File: src/rtl/othello_pkg.sv
// Shared types and defaults for the endgame solver front end.
package othello_pkg;

  typedef logic [63:0]        bitboard_t;
  typedef logic signed [7:0]  score_t;

  typedef enum logic [1:0] {
    IDLE,
    GAP,
    RUN,
    RESP
  } dispatch_state_t;

  localparam logic [31:0] SOLVER_TIMEOUT_DEFAULT = 32'd10_000_000;

endpackage

File: src/rtl/job_cycle_counter.sv
// Saturating cycle counter with synchronous clear and enable; at_limit flags that the
// cycle in progress completes LIMIT counts.
module job_cycle_counter
  import othello_pkg::*;
#(
  parameter int               CYC_W = 32,
  parameter logic [CYC_W-1:0] LIMIT = '1
) (
  input  logic             iCLOCK,
  input  logic             iRESET_N,
  input  logic             clr,
  input  logic             en,
  output logic [CYC_W-1:0] count,
  output logic             at_limit
);

  logic [CYC_W-1:0] count_inc;

  assign count_inc = (&count) ? count : count + CYC_W'(1);
  assign at_limit  = (count_inc == LIMIT);

  always_ff @(posedge iCLOCK or negedge iRESET_N) begin
    if (!iRESET_N) begin
      count <= '0;
    end else if (clr) begin
      count <= '0;
    end else if (en) begin
      count <= count_inc;
    end
  end

endmodule

File: src/rtl/solver_dispatcher.sv
// One-job-at-a-time front end for the endgame solver: enable rises RESTART_GAP+1 cycles after accept,
// result is valid 1 cycle after solved and held until iResReady. SOLVER_DISPATCH_TIMEOUT_EN adds a RUN limit.
module solver_dispatcher
  import othello_pkg::*;
#(
  parameter int          TAG_W       = 8,
  parameter int          RESTART_GAP = 2,
  parameter int          CYC_W       = 32,
  parameter logic [31:0] TIMEOUT_CYC = SOLVER_TIMEOUT_DEFAULT
) (
  input  logic              iCLOCK,
  input  logic              iRESET_N,
  input  logic              iJobValid,
  output logic              oJobReady,
  input  logic [63:0]       iJobPlayer,
  input  logic [63:0]       iJobOpponent,
  input  logic [TAG_W-1:0]  iJobTag,
  output logic              oEnable,
  output logic [63:0]       oPlayer,
  output logic [63:0]       oOpponent,
  input  logic              iSolved,
  input  logic signed [7:0] iRes,
  output logic              oResValid,
  input  logic              iResReady,
  output logic signed [7:0] oRes,
  output logic [TAG_W-1:0]  oResTag,
  output logic [CYC_W-1:0]  oResCycles,
  output logic              oResBad,
  output logic              oResTimeout
);

  localparam int               GAP_W    = (RESTART_GAP > 2) ? $clog2(RESTART_GAP) : 1;
  localparam logic [GAP_W-1:0] GAP_INIT = GAP_W'(RESTART_GAP - 1);

  dispatch_state_t  state;
  logic [GAP_W-1:0] gap_cnt;
  bitboard_t        overlap;
  logic             cnt_clr;
  logic             cnt_en;
  logic             at_limit;
  logic             timeout_hit;
  logic [CYC_W-1:0] cnt_val;
  logic [CYC_W-1:0] run_cycles;

  assign oJobReady = (state == IDLE);
  assign overlap   = iJobPlayer & iJobOpponent;
  assign cnt_clr   = (state == GAP) && (gap_cnt == '0);
  assign cnt_en    = (state == RUN);
  // Cycle count including the RUN cycle currently in progress.
  assign run_cycles = (&cnt_val) ? cnt_val : cnt_val + CYC_W'(1);

  job_cycle_counter #(
    .CYC_W (CYC_W),
    .LIMIT (CYC_W'(TIMEOUT_CYC))
  ) u_cycles (
    .iCLOCK   (iCLOCK),
    .iRESET_N (iRESET_N),
    .clr      (cnt_clr),
    .en       (cnt_en),
    .count    (cnt_val),
    .at_limit (at_limit)
  );

`ifdef SOLVER_DISPATCH_TIMEOUT_EN
  assign timeout_hit = at_limit;
`else
  logic unused_limit;
  assign unused_limit = at_limit;
  assign timeout_hit  = 1'b0;
`endif

  always_ff @(posedge iCLOCK or negedge iRESET_N) begin
    if (!iRESET_N) begin
      state       <= IDLE;
      gap_cnt     <= '0;
      oEnable     <= 1'b0;
      oPlayer     <= '0;
      oOpponent   <= '0;
      oResValid   <= 1'b0;
      oRes        <= '0;
      oResTag     <= '0;
      oResCycles  <= '0;
      oResBad     <= 1'b0;
      oResTimeout <= 1'b0;
    end else begin
      case (state)
        IDLE: begin
          if (iJobValid) begin
            oPlayer   <= iJobPlayer;
            oOpponent <= iJobOpponent;
            oResTag   <= iJobTag;
            if (overlap != '0) begin
              state       <= RESP;
              oResValid   <= 1'b1;
              oResBad     <= 1'b1;
              oRes        <= '0;
              oResCycles  <= '0;
              oResTimeout <= 1'b0;
            end else begin
              state   <= GAP;
              gap_cnt <= GAP_INIT;
            end
          end
        end
        GAP: begin
          if (gap_cnt == '0) begin
            state   <= RUN;
            oEnable <= 1'b1;
          end else begin
            gap_cnt <= gap_cnt - GAP_W'(1);
          end
        end
        RUN: begin
          // A solve in the limit cycle takes precedence over the timeout.
          if (iSolved) begin
            state       <= RESP;
            oEnable     <= 1'b0;
            oResValid   <= 1'b1;
            oRes        <= iRes;
            oResCycles  <= run_cycles;
            oResBad     <= 1'b0;
            oResTimeout <= 1'b0;
          end else if (timeout_hit) begin
            state       <= RESP;
            oEnable     <= 1'b0;
            oResValid   <= 1'b1;
            oRes        <= '0;
            oResCycles  <= run_cycles;
            oResBad     <= 1'b0;
            oResTimeout <= 1'b1;
          end
        end
        RESP: begin
          if (iResReady) begin
            state     <= IDLE;
            oResValid <= 1'b0;
          end
        end
        default: state <= IDLE;
      endcase
    end
  end

endmodule

File: config.mk
export PLATFORM = sky130hd
export DESIGN_NAME = solver_dispatcher
export DESIGN_NICKNAME = d
export VERILOG_FILES = /design/src/rtl/othello_pkg.sv /design/src/rtl/job_cycle_counter.sv /design/src/rtl/solver_dispatcher.sv
export SDC_FILE = /design/constraint.sdc
export NUM_CORES = 1
export LEC_CHECK = 0
export BUFFER_PORTS_ARGS = -buffer_cell sky130_fd_sc_hd__buf_2
export CAP_MARGIN = 10
export CORE_UTILIZATION = 35
export DETAILED_ROUTE_END_ITERATION = 8
export GPL_TIMING_DRIVEN = 1
export SKIP_LAST_GASP = 1
export SYNTH_ARGS = -nofsm -noshare
export SYNTH_HDL_FRONTEND = slang
export SYNTH_HIERARCHICAL = 1
export SYNTH_SLANG_ARGS = --single-unit
File: constraint.sdc
create_clock -name iCLOCK -period 3.1 [get_ports iCLOCK]
set_clock_uncertainty 0.05 [all_clocks]
set_input_delay 0.62 -clock iCLOCK [delete_from_list [all_inputs] [get_ports iCLOCK]]
set_output_delay 0.62 -clock iCLOCK [all_outputs]
set_load 0.03 [all_outputs]
==> insert_results.sql <==
INSERT INTO impl_metrics (metric_group, metric, value, unit) VALUES
('finish', 'fill_cells', '2696', ''),
('placement', 'post-dp-hpwl', '22600', 'um'),
('setup_path', 'worstPathArrival', '3.13', 'ns'),
('synth', 'synthesis.nets', '1004', ''),
('placement', 'dp_slack', '-0.146', 'ns'),
('sta', 'worst_hold_slack', '0.276', 'ns'),
('grt', 'gr-total-overflow', '0', ''),
('power_and_ir_drop', 'cellPowerDensity', '1010', 'nW/um^2'),
('setup_path', 'worst-endpoint-required', '3.48', 'ns'),
('floorplan', 'pin_count', '330', ''),
('power_and_ir_drop', 'vdd_ir_drop_max', '0.685', 'mV'),
('synth', 'ys_warn_count', '6', ''),
('floorplan', 'initial_core_utilization', '0.355', ''),
('sta', 'final_min_period_over_clock_period', '0.888', ''),
('routing', 'detail_route.first_pass.iterations', '5', ''),
('sta', 'grt_setup_unrepaired', 'false', ''),
('grt', 'globalRouteTotalUtil', '0.197', ''),
('finish', 'layout.cells.most_common_list', '327 x sky130_fd_sc_hd__buf_2, 214 x sky130_fd_sc_hd__dfrtp_1, 138 x sky130_fd_sc_hd__mux2_2', ''),
('setup_path', 'setup.worst_path.class', 'reg -> reg', ''),
('clock_tree', 'cts_max_level', '1', ''),
('sta', 'period_needed', '2.75', 'ns'),
('synth', 'synth_area_per_cell', '12.0', 'um^2'),
('sta', 'final_hold_viol_count', '0', ''),
('clock_tree', 'clk_pin_slew_worst_paths', '0.06', 'ns'),
('outcome', 'status', 'completed', ''),
('routing', 'routed_via_density', '5.10', ''),
('sta', 'max_clock_freq', '363', 'MHz'),
('sta', 'setup_viol', '0', ''),
('setup_path', 'endpoint_kind', 'register', ''),
('finish', 'layout_commonest_cell', 'sky130_fd_sc_hd__buf_2', ''),
('clock_tree', 'clkLatencyLatePin', '0.51', 'ns'),
('finish', 'layout-drive-gt1-share', '0.478', ''),
('clock_tree', 'numClockSinks', '214', ''),
('routing', 'routed_wirelength', '29700', 'um'),
('min_path', 'worst_hold_path_type', 'in -> reg', ''),
('job', 'drv_cap', '0', ''),
('setup_path', 'startpoint', 'state[0]', ''),
('sta', 'slew_headroom', '0.608', ''),
('setup_path', 'crit_path_top_delay_cell', 'sky130_fd_sc_hd__or4_1', ''),
('clock_tree', 'clk_path_buf_depth', '3', ''),
('floorplan', 'design.die.area', '29800', 'um^2'),
('sta', 'min_setup_slack_post_route', '0.347', 'ns'),
('floorplan', 'coreArea', '28700', 'um^2'),
('floorplan', 'floorplan.rows', '62', ''),
('routing', 'final_antenna_net_count', '0', ''),
('grt', 'antenna_violations_before_repair', '8', ''),
('placement', 'port-buffer-count', '328', ''),
('routing', 'via_count', '8142', ''),
('clock_tree', 'cts_setup_buffers', '0', ''),
('floorplan', 'fp.dieH', '173', 'um'),
('setup_path', 'startpoint_of_the_most_critical_register_to_register_path', 'state[0]', ''),
('routing', 'wire_per_inst', '18.6', 'um'),
('finish', 'growth_of_design_area_from_synthesis_to_finish', '30.2', '%'),
('synth', 'netlist_area', '10200', 'um^2'),
('synth', 'synthesis.instances', '849', ''),
('power_and_ir_drop', 'leakage', '6.43', 'nW'),
('placement', 'place_congestion', '0.874', ''),
('sta', 'drv_slew', '0', ''),
('clock_tree', 'tritoncts_clock_tree', 'yes', ''),
('clock_tree', 'cts_inserted_buffers', '25', ''),
('grt', 'wire_length_of_the_first_global_routing_pass', '46700', 'um'),
('floorplan', 'dieWidth', '173', 'um'),
('min_path', 'hold_path_startpoint', 'iJobTag[6]', ''),
('clock_tree', 'cts.root.buffer_cell', 'sky130_fd_sc_hd__clkbuf_16', ''),
('setup_path', 'cp_max_fo', '23', ''),
('finish', 'nets', '1346', ''),
('sta', 'tightestPinTransition', '0.582', 'ns'),
('routing', 'detail_route.iter0.violations', '389', ''),
('routing', 'drt_drc_violations_left', '0', ''),
('setup_path', 'crit_chain', 'inv_1 -> ha_1 -> nand4_1 -> or3_1 -> or4_1 -> nand2_8 -> buf_4 -> mux2i_1', ''),
('grt', 'grt_pass1_vias', '8182', ''),
('setup_path', 'cp-start-kind', 'register', ''),
('grt', 'grt_max_degree', '97', ''),
('setup_path', 'crit_path_max_incr_delay', '0.69', 'ns');
-- power breakdown --
part	switching [mW]	leakage, nW	internal (mW)
Clock	1.17	0.418	1.84
Sequential	0.556	2.67	3.84
Combinational	3.85	3.34	2.14
Total	5.58	6.43	7.81
-- routing by layer --
layer	global-route usage	routed length [um]	up-vias
li1	-	-	3772
met1	0.247	12300	4004
met2	0.333	14500	303
met3	0.0473	1930	55
met4	0.0645	858	8
met5	0	57	-
-- layout make-up --
class                           count  area [um^2]  share of cell area
Multi-Input combinational cell    560         4490               0.338
Sequential cell                   214         5360               0.403
Antenna cell                        4         10.0            0.000754
Inverter                           23         86.3             0.00650
Tap cell                          384          480              0.0362
Clock buffer                       36          747              0.0563
Clock inverter                      9          111             0.00839
Timing Repair Buffer              367         2000               0.150
-- what timing repair did --
item,4_1_cts,5_1_grt
hold endpoints to repair,24,0
endpoints found under the setup margin,0,0
gates resized for setup,0,0
hold buffers,1,0
-- worst paths after layout --
check	end	slack [ns]	cells past startpoint
min	oResTag[6]	0.28	2
min in group asynchronous	oOpponent[59]	0.58	2
max reg2reg	oRes[2]	0.35	8
max	oRes[2]	0.35	8
max in group asynchronous	u_cycles/count[22]	1.53	3
min reg2reg	oEnable	0.43	2
-- stage by stage --
stage	cell area, um^2	power, mW	std cells	TNS, ns	utilization
global placement	12400	10.4	1547	-2.71	0.432
CTS	13300	13.5	1593	0	0.462
global route	13300	14.1	1596	0	0.463
detailed placement	12400	10.5	1547	-2.55	0.432
floorplan	10200	8.54	849	0	-
finish	13300	13.4	1597	0	0.463
-- critical path: cells and delay by family (launching register included) --
kind	cells	cell delay [ns]
AND/OR/NAND/NOR	4	1.47
flip-flops	1	0.42
buffers and inverters	2	0.32
multiplexers	1	0.21
adder cells (fa/ha/maj)	1	0.20
-- sequential cells by signal, summed over array words and instances (netlist names) --
signal and count:
oResValid 1, oRes 8, oResTag 8, oResCycles 32, state 2, oPlayer 64, oEnable 1, gap_cnt 1
oResBad 1, u_cycles/count 32, oOpponent 64
(Power assumes the default switching activity.)
